[src/rtl/mem_access_unit_if.sv]
// CPU request/response and RAM port bundle for the load/store bridge.
// The slave side is the bridge; the master side is the CPU plus the RAM.
interface mem_access_unit_if;
    logic        req_valid;
    logic        req_ready;
    logic        req_we;
    logic [1:0]  req_size;
    logic        req_unsigned;
    logic [31:0] req_addr;
    logic [31:0] req_wdata;
    logic        resp_valid;
    logic [31:0] resp_rdata;
    logic        resp_err;
    logic [31:0] ram_addr;
    logic [31:0] ram_rdata;
    logic        ram_we;
    logic [31:0] ram_wdata;

    modport slave (
        input  req_valid, req_we, req_size, req_unsigned, req_addr, req_wdata, ram_rdata,
        output req_ready, resp_valid, resp_rdata, resp_err, ram_addr, ram_we, ram_wdata
    );

    modport master (
        output req_valid, req_we, req_size, req_unsigned, req_addr, req_wdata, ram_rdata,
        input  req_ready, resp_valid, resp_rdata, resp_err, ram_addr, ram_we, ram_wdata
    );
endinterface

[src/rtl/mem_access_unit.sv]
// Load/store bridge: byte/half/word requests onto a word RAM with read-modify-write
// for sub-word stores and sign/zero extension for sub-word loads.
module mem_access_unit #(
    parameter int unsigned RAM_WORDS = 64
) (
    input logic              clk,
    input logic              rst_n,
    mem_access_unit_if.slave bus
);

    typedef enum logic [2:0] {
        IDLE   = 3'd0,
        LOAD   = 3'd1,
        RMW_RD = 3'd2,
        WRITE  = 3'd3,
        RESP   = 3'd4
    } state_t;

    state_t      state;
    state_t      state_nxt;

    logic [31:0] addr_q;
    logic [1:0]  size_q;
    logic        we_q;
    logic        uns_q;
    logic        err_q;
    logic [15:0] wdata_q;
    logic [31:0] merge_q;
    logic [31:0] rdata_q;

    logic        accept;
    logic        acc_err;

    // Pull the addressed little-endian lane out of a RAM word and widen it.
    function automatic logic [31:0] load_extend(input logic [31:0] word,
                                                input logic [1:0]  size,
                                                input logic [1:0]  offs,
                                                input logic        uns);
        logic signed [7:0]  lane_b;
        logic signed [15:0] lane_h;
        logic signed [31:0] ext;
        lane_b = word[8*offs +: 8];
        lane_h = word[16*offs[1] +: 16];
        case (size)
            2'b00:   ext = uns ? 32'($unsigned(lane_b)) : 32'(lane_b);
            2'b01:   ext = uns ? 32'($unsigned(lane_h)) : 32'(lane_h);
            default: ext = $signed(word);
        endcase
        return ext;
    endfunction

    function automatic logic [31:0] store_merge(input logic [31:0] old,
                                                input logic [15:0] wdata,
                                                input logic        half,
                                                input logic [1:0]  offs);
        logic [31:0] m;
        m = old;
        if (half) m[16*offs[1] +: 16] = wdata;
        else      m[8*offs +: 8]      = wdata[7:0];
        return m;
    endfunction

    assign accept  = bus.req_valid && (state == IDLE);
    assign acc_err = (bus.req_size == 2'b11)
                  || ((bus.req_size == 2'b01) && bus.req_addr[0])
                  || ((bus.req_size == 2'b10) && (bus.req_addr[1:0] != 2'b00))
                  || ({2'b00, bus.req_addr[31:2]} >= RAM_WORDS);

    always_ff @(posedge clk or negedge rst_n) begin
        if (!rst_n) state <= IDLE;
        else        state <= state_nxt;
    end

    always_comb begin
        state_nxt = state;
        case (state)
            IDLE: begin
                if (accept) begin
                    if (acc_err)                    state_nxt = RESP;
                    else if (!bus.req_we)           state_nxt = LOAD;
                    else if (bus.req_size == 2'b10) state_nxt = WRITE;
                    else                            state_nxt = RMW_RD;
                end
            end
            LOAD:    state_nxt = RESP;
            RMW_RD:  state_nxt = WRITE;
            WRITE:   state_nxt = RESP;
            RESP:    state_nxt = IDLE;
            default: state_nxt = IDLE;
        endcase
    end

    always_ff @(posedge clk or negedge rst_n) begin
        if (!rst_n) begin
            addr_q  <= '0;
            size_q  <= '0;
            we_q    <= 1'b0;
            uns_q   <= 1'b0;
            err_q   <= 1'b0;
            wdata_q <= '0;
            merge_q <= '0;
            rdata_q <= '0;
        end else begin
            case (state)
                IDLE: begin
                    if (accept) begin
                        addr_q  <= bus.req_addr;
                        size_q  <= bus.req_size;
                        we_q    <= bus.req_we;
                        uns_q   <= bus.req_unsigned;
                        err_q   <= acc_err;
                        wdata_q <= bus.req_wdata[15:0];
                        merge_q <= bus.req_wdata;
                        rdata_q <= '0;
                    end
                end
                LOAD:    rdata_q <= load_extend(bus.ram_rdata, size_q, addr_q[1:0], uns_q);
                RMW_RD:  merge_q <= store_merge(bus.ram_rdata, wdata_q, size_q[0], addr_q[1:0]);
                default: ;
            endcase
        end
    end

    // Outputs are pure state decodes so an async reset drops ram_we immediately.
    always_comb begin
        bus.req_ready  = (state == IDLE);
        bus.ram_we     = (state == WRITE);
        bus.resp_valid = (state == RESP);
        bus.resp_err   = (state == RESP) && err_q;
        bus.resp_rdata = '0;
        if ((state == RESP) && !err_q && !we_q) bus.resp_rdata = rdata_q;
        bus.ram_addr   = {addr_q[31:2], 2'b00};
        bus.ram_wdata  = merge_q;
    end

endmodule

[src/flat_wrapper.sv]
// flat-port wrapper written by rule: the top's interface ports become plain ports
module mem_access_unit_flat 
#(
    parameter int unsigned RAM_WORDS = 64
)
  (clk, rst_n, bus_req_valid, bus_req_we, bus_req_size, bus_req_unsigned, bus_req_addr, bus_req_wdata, bus_ram_rdata, bus_req_ready, bus_resp_valid, bus_resp_rdata, bus_resp_err, bus_ram_addr, bus_ram_we, bus_ram_wdata);
  mem_access_unit_if bus_i ();
  input logic clk;
  input logic rst_n;
  input wire logic [$bits(bus_i.req_valid)-1:0] bus_req_valid;
  input wire logic [$bits(bus_i.req_we)-1:0] bus_req_we;
  input wire logic [$bits(bus_i.req_size)-1:0] bus_req_size;
  input wire logic [$bits(bus_i.req_unsigned)-1:0] bus_req_unsigned;
  input wire logic [$bits(bus_i.req_addr)-1:0] bus_req_addr;
  input wire logic [$bits(bus_i.req_wdata)-1:0] bus_req_wdata;
  input wire logic [$bits(bus_i.ram_rdata)-1:0] bus_ram_rdata;
  output wire logic [$bits(bus_i.req_ready)-1:0] bus_req_ready;
  output wire logic [$bits(bus_i.resp_valid)-1:0] bus_resp_valid;
  output wire logic [$bits(bus_i.resp_rdata)-1:0] bus_resp_rdata;
  output wire logic [$bits(bus_i.resp_err)-1:0] bus_resp_err;
  output wire logic [$bits(bus_i.ram_addr)-1:0] bus_ram_addr;
  output wire logic [$bits(bus_i.ram_we)-1:0] bus_ram_we;
  output wire logic [$bits(bus_i.ram_wdata)-1:0] bus_ram_wdata;
  assign bus_i.req_valid = bus_req_valid;
  assign bus_i.req_we = bus_req_we;
  assign bus_i.req_size = bus_req_size;
  assign bus_i.req_unsigned = bus_req_unsigned;
  assign bus_i.req_addr = bus_req_addr;
  assign bus_i.req_wdata = bus_req_wdata;
  assign bus_i.ram_rdata = bus_ram_rdata;
  assign bus_req_ready = bus_i.req_ready;
  assign bus_resp_valid = bus_i.resp_valid;
  assign bus_resp_rdata = bus_i.resp_rdata;
  assign bus_resp_err = bus_i.resp_err;
  assign bus_ram_addr = bus_i.ram_addr;
  assign bus_ram_we = bus_i.ram_we;
  assign bus_ram_wdata = bus_i.ram_wdata;
  mem_access_unit #(.RAM_WORDS(RAM_WORDS)) u_core (.clk(clk), .rst_n(rst_n), .bus(bus_i));
endmodule
[config.mk]
export PLATFORM = sky130hd
export DESIGN_NAME = mem_access_unit_flat
export DESIGN_NICKNAME = d
export VERILOG_FILES = /design/src/rtl/mem_access_unit_if.sv /design/src/rtl/mem_access_unit.sv /design/src/flat_wrapper.sv
export SDC_FILE = /design/constraint.sdc
export NUM_CORES = 1
export LEC_CHECK = 0
export CAP_MARGIN = 20
export CORE_MARGIN = 2
export CORE_UTILIZATION = 40
export DETAILED_ROUTE_END_ITERATION = 7
export DONT_BUFFER_PORTS = 1
export PLACE_DENSITY = 0.59
export SLEW_MARGIN = 20
export SYNTH_ARGS = -nofsm -noshare
export SYNTH_HDL_FRONTEND = slang
export SYNTH_SLANG_ARGS = --single-unit
[constraint.sdc]
create_clock -name clk -period 2.55 [get_ports clk]
set_input_delay 0.765 -clock clk [delete_from_list [all_inputs] [get_ports clk]]
set_output_delay 0.765 -clock clk [all_outputs]
set_load 0.1 [all_outputs]
==> run summary <==
The count of final max-slew check failures was 0; the share of flip-flops with an asynchronous set or reset was 100%. The logs give 3380 um2 for the total area of multi-input combinational cells and 203 for the boundary pin count. The worst path setup slack after routing was -0.0885 ns; the placement-stage worst setup slack was 0.289 ns. Measured against its own limit, the worst slew margin works out to 34.6%. For the finished layout, the period the worst path requires is 2.64 ns. The tools report the number of hold-slack violations in the final timing report as 0. The initial antenna violation count is 0, and the number of filler instances in the final layout is 1516. For this design the ratio of total power to cell area is 768 nW/um2. The logs give 15.1 mm for the half-perimeter wire length of the detailed placement result and 0.0432 ns for the worst hold slack after final layout. The number of antenna cells inserted is 0, and the data required time at the worst endpoint is 1.79 ns. The final reports fail on setup timing. Of the post-synthesis cell area, the dominant cell type holds 44.0%. Setup violations remaining at the end of the flow were counted as 32.

The peak fanout along the critical path was 16. Of the synthesized area, sequential elements account for 44.0%. For this run, the number of Yosys warnings is 0. The dominant combinational cell family by area after synthesis was simple AND/OR/NAND/NOR gates.

The final cycle utilization of the critical path was 103%. Data arrival at the endpoint of the critical path: 1.87 ns. At the pin with the least slew margin, the transition time is 0.973 ns. The depth of the worst register-to-register path works out to 6. The average wire length per cell after detail routing is 20.0 um, and the per-cell via count in the routed design is 5.64. Synthesis inferred 120 register bits. From synthesis to final layout, the design area changed by 26.9%. The tools report the number of iterations in the first detailed-routing pass as 5. The vertical die dimension works out to 135 um. The achievable frequency is 379 MHz, and the worst voltage drop across the vdd grid is 462 uV. The first routing iteration left 477 violations.

Cells fill 52.0% of the core in the end. For this run, the total global-route usage over all layers was measured as 23.4%. In this run the remaining antenna-violating nets after routing total 0. The number of clock buffers added by TritonCTS is 17.

The tree is rooted in a sky130_fd_sc_hd__clkbuf_16. The share of the synthesized area in compound gates (AO/OA/AOI/OAI) was 15.7%. Summing over every cut layer, the via total after detailed routing is 5948. The first-pass GRT wire length is 32.5 mm. The synthesized netlist cell count was 768; the clock network latency to the later pin of the worst-skew pair was 0.42 ns. The area share of and/or/nand/nor cells after synthesis works out to 21.6%. Yosys mapped a number of flops with a built-in enable equal to 0. The tools report the count of distinct cell types in the synthesized netlist as 44. The worst setup path is of the reg2out kind. Clock skew after layout: 0.00975 ns. Summed over all instances, the cell type with the most area after synthesis is sky130_fd_sc_hd__dfrtp_1. Among all flip-flop cells after synthesis, the most frequent one is sky130_fd_sc_hd__dfrtp_1. The die covers 18100 um2. The tools report the critical path endpoint category as an output pin. The post-route standard cell area excluding fillers is 8650 um2, and the share of synthesized area spent on multiplexers is 9.43%. The number of hold buffers added after CTS was 0. The clock passes through at most 2 buffers. The tool flagged a number of max-cap violations equal to 0. The placed instances occupy a cell area of 8000 um2. The routed design has 21.1 mm of wire.

The leakage power summed over all cells came out at 4.05 nW. The worst setup path is launched from a register. Registers take 3010 um2. The global placer's final weighted congestion was 0.840; the cell area after technology mapping was 6820 um2.

The maximum level of the CTS H-tree was 4. The clock net in this run drives a total of 120 sinks. The layout cell share with drive strength beyond 1 came out at 24.0%. TritonCTS built the clock tree. The total area inside the core boundary comes to 16600 um2.

Sorting the synthesized cells by area gives the leading types as sky130_fd_sc_hd__dfrtp_1, sky130_fd_sc_hd__nand2_1, sky130_fd_sc_hd__mux2i_1, sky130_fd_sc_hd__a221oi_1, sky130_fd_sc_hd__buf_4. The synthesized-area fraction occupied by adder cells was 0.917%. The number of remaining DRC errors is 0, and the die extent in x is 135 um.

The run gives 121 as the pin count of the biggest net entering global routing. The tools report the overall overflow remaining after global route as 0. The worst hold path belongs to the class in2async. After clock tree synthesis, the clock-pin slew on the worst setup and hold paths is 0.05 ns. The synthesized-area fraction occupied by xor and xnor cells was 0%; the synthesized area divided by synthesized cell count was 8.88 um2. The net count of the finished layout is 931. Setup repair after global routing could not meet its margin everywhere. The via count of the first global-routing pass is 5842.

Buffers placed on the I/O ports in this run total 0. Row generation in the floorplan step produced 47 rows. Once the floorplan was initialized, standard cells occupied 41.0% of the core. The run finished, with violations left.
layer usage:
| layer | global-route usage, % | share of wire (%) |
|---|---|---|
| met5 | 0 | 0 |
| met2 | 37.2 | 48 |
| met4 | 9.06 | 2.3 |
| met1 | 30.5 | 41 |
| met3 | 6.27 | 8.0 |
cells in the mapped netlist (all sizes together) (11+ instances only):
| cell | number |
|---|---|
| a221oi | 33 |
| buf | 58 |
| a21oi | 11 |
| mux2i | 62 |
| a22oi | 17 |
| nand2 | 246 |
| a21boi | 16 |
| and2 | 33 |
| nand3 | 14 |
| clkbuf | 30 |
| o22ai | 33 |
| o21ai | 21 |
| dfrtp | 120 |
worst max-delay path, cell delays in order (launching register included):
cell and delay (ns):
sky130_fd_sc_hd__dfrtp_1 0.40, sky130_fd_sc_hd__nor3b_4 0.21, sky130_fd_sc_hd__nor3b_4 0.21, sky130_fd_sc_hd__buf_6 0.15
sky130_fd_sc_hd__buf_12 0.14, sky130_fd_sc_hd__and2_2 0.17, sky130_fd_sc_hd__buf_12 0.17
flip-flops by register name (all words and copies together), names as in the netlist:
name                  cells
u_core.rdata_q           32
u_core.we_q               1
u_core.state              3
u_core.size_q             2
u_core.bus.ram_wdata     32
u_core.err_q              1
u_core.addr_q            32
u_core.wdata_q           16
u_core.uns_q              1
logic make-up after synthesis:
logic type | Yosys count
compound gates | 150
other cells | 1
mux | 64
buf+inv | 97
flops | 120
simple gates | 331
fa+ha+maj | 5
placed cells by master (no fill, tap or decap), types with 18 or more instances in the layout:
cell	instances
sky130_fd_sc_hd__a221oi_1	33
sky130_fd_sc_hd__and2_4	21
sky130_fd_sc_hd__buf_12	35
sky130_fd_sc_hd__buf_4	84
sky130_fd_sc_hd__clkbuf_16	18
sky130_fd_sc_hd__dfrtp_1	118
sky130_fd_sc_hd__mux2i_1	62
sky130_fd_sc_hd__nand2_1	245
sky130_fd_sc_hd__o21ai_0	21
sky130_fd_sc_hd__o22ai_1	33
per-stage QoR:
step	power (mW)	std cells	setup TNS, ns
floorplan	4.00	769	-21.65
global placement	4.31	1020	0
detailed placement	4.35	1020	0
CTS	6.65	1050	-1.92
global route	6.88	1054	-4.94
finish	6.65	1054	-2.25
path summary, 6_finish.rpt:
check | from | endpoint | slack (ns)
max | u_core.state[1] | bus_resp_rdata[27] | -0.09
min | rst_n | u_core.bus.ram_wdata[21] | 0.04
max reg2reg | u_core.addr_q[1] | u_core.bus.ram_wdata[20] | 0.29
min reg2reg | u_core.addr_q[30] | u_core.addr_q[30] | 0.47
max in group asynchronous | rst_n | u_core.rdata_q[0] | 2.30
min in group clk | bus_req_addr[22] | u_core.addr_q[22] | 0.46
layout make-up:
| cell class | instances | share of cell area, % |
|---|---|---|
| Sequential cell | 120 | 34.7 |
| Multi-Input combinational cell | 552 | 39.1 |
| Clock inverter | 2 | 0.405 |
| Tap cell | 220 | 3.18 |
| Inverter | 9 | 0.390 |
| Timing Repair Buffer | 123 | 16.1 |
| Clock buffer | 28 | 6.09 |
timing repair:
action	CTS	global route
gates resized for setup	2	13
pin swaps	0	5
setup endpoints to repair	32	33
cloned	0	2
buffers inserted	0	2
report_power, final:
part	switching, mW	total (mW)	internal [mW]
registers	0.129	2.22	2.09
clock network	0.823	2.31	1.48
logic	1.61	2.12	0.515
total	2.56	6.65	4.09
(Power assumes the default switching activity.)
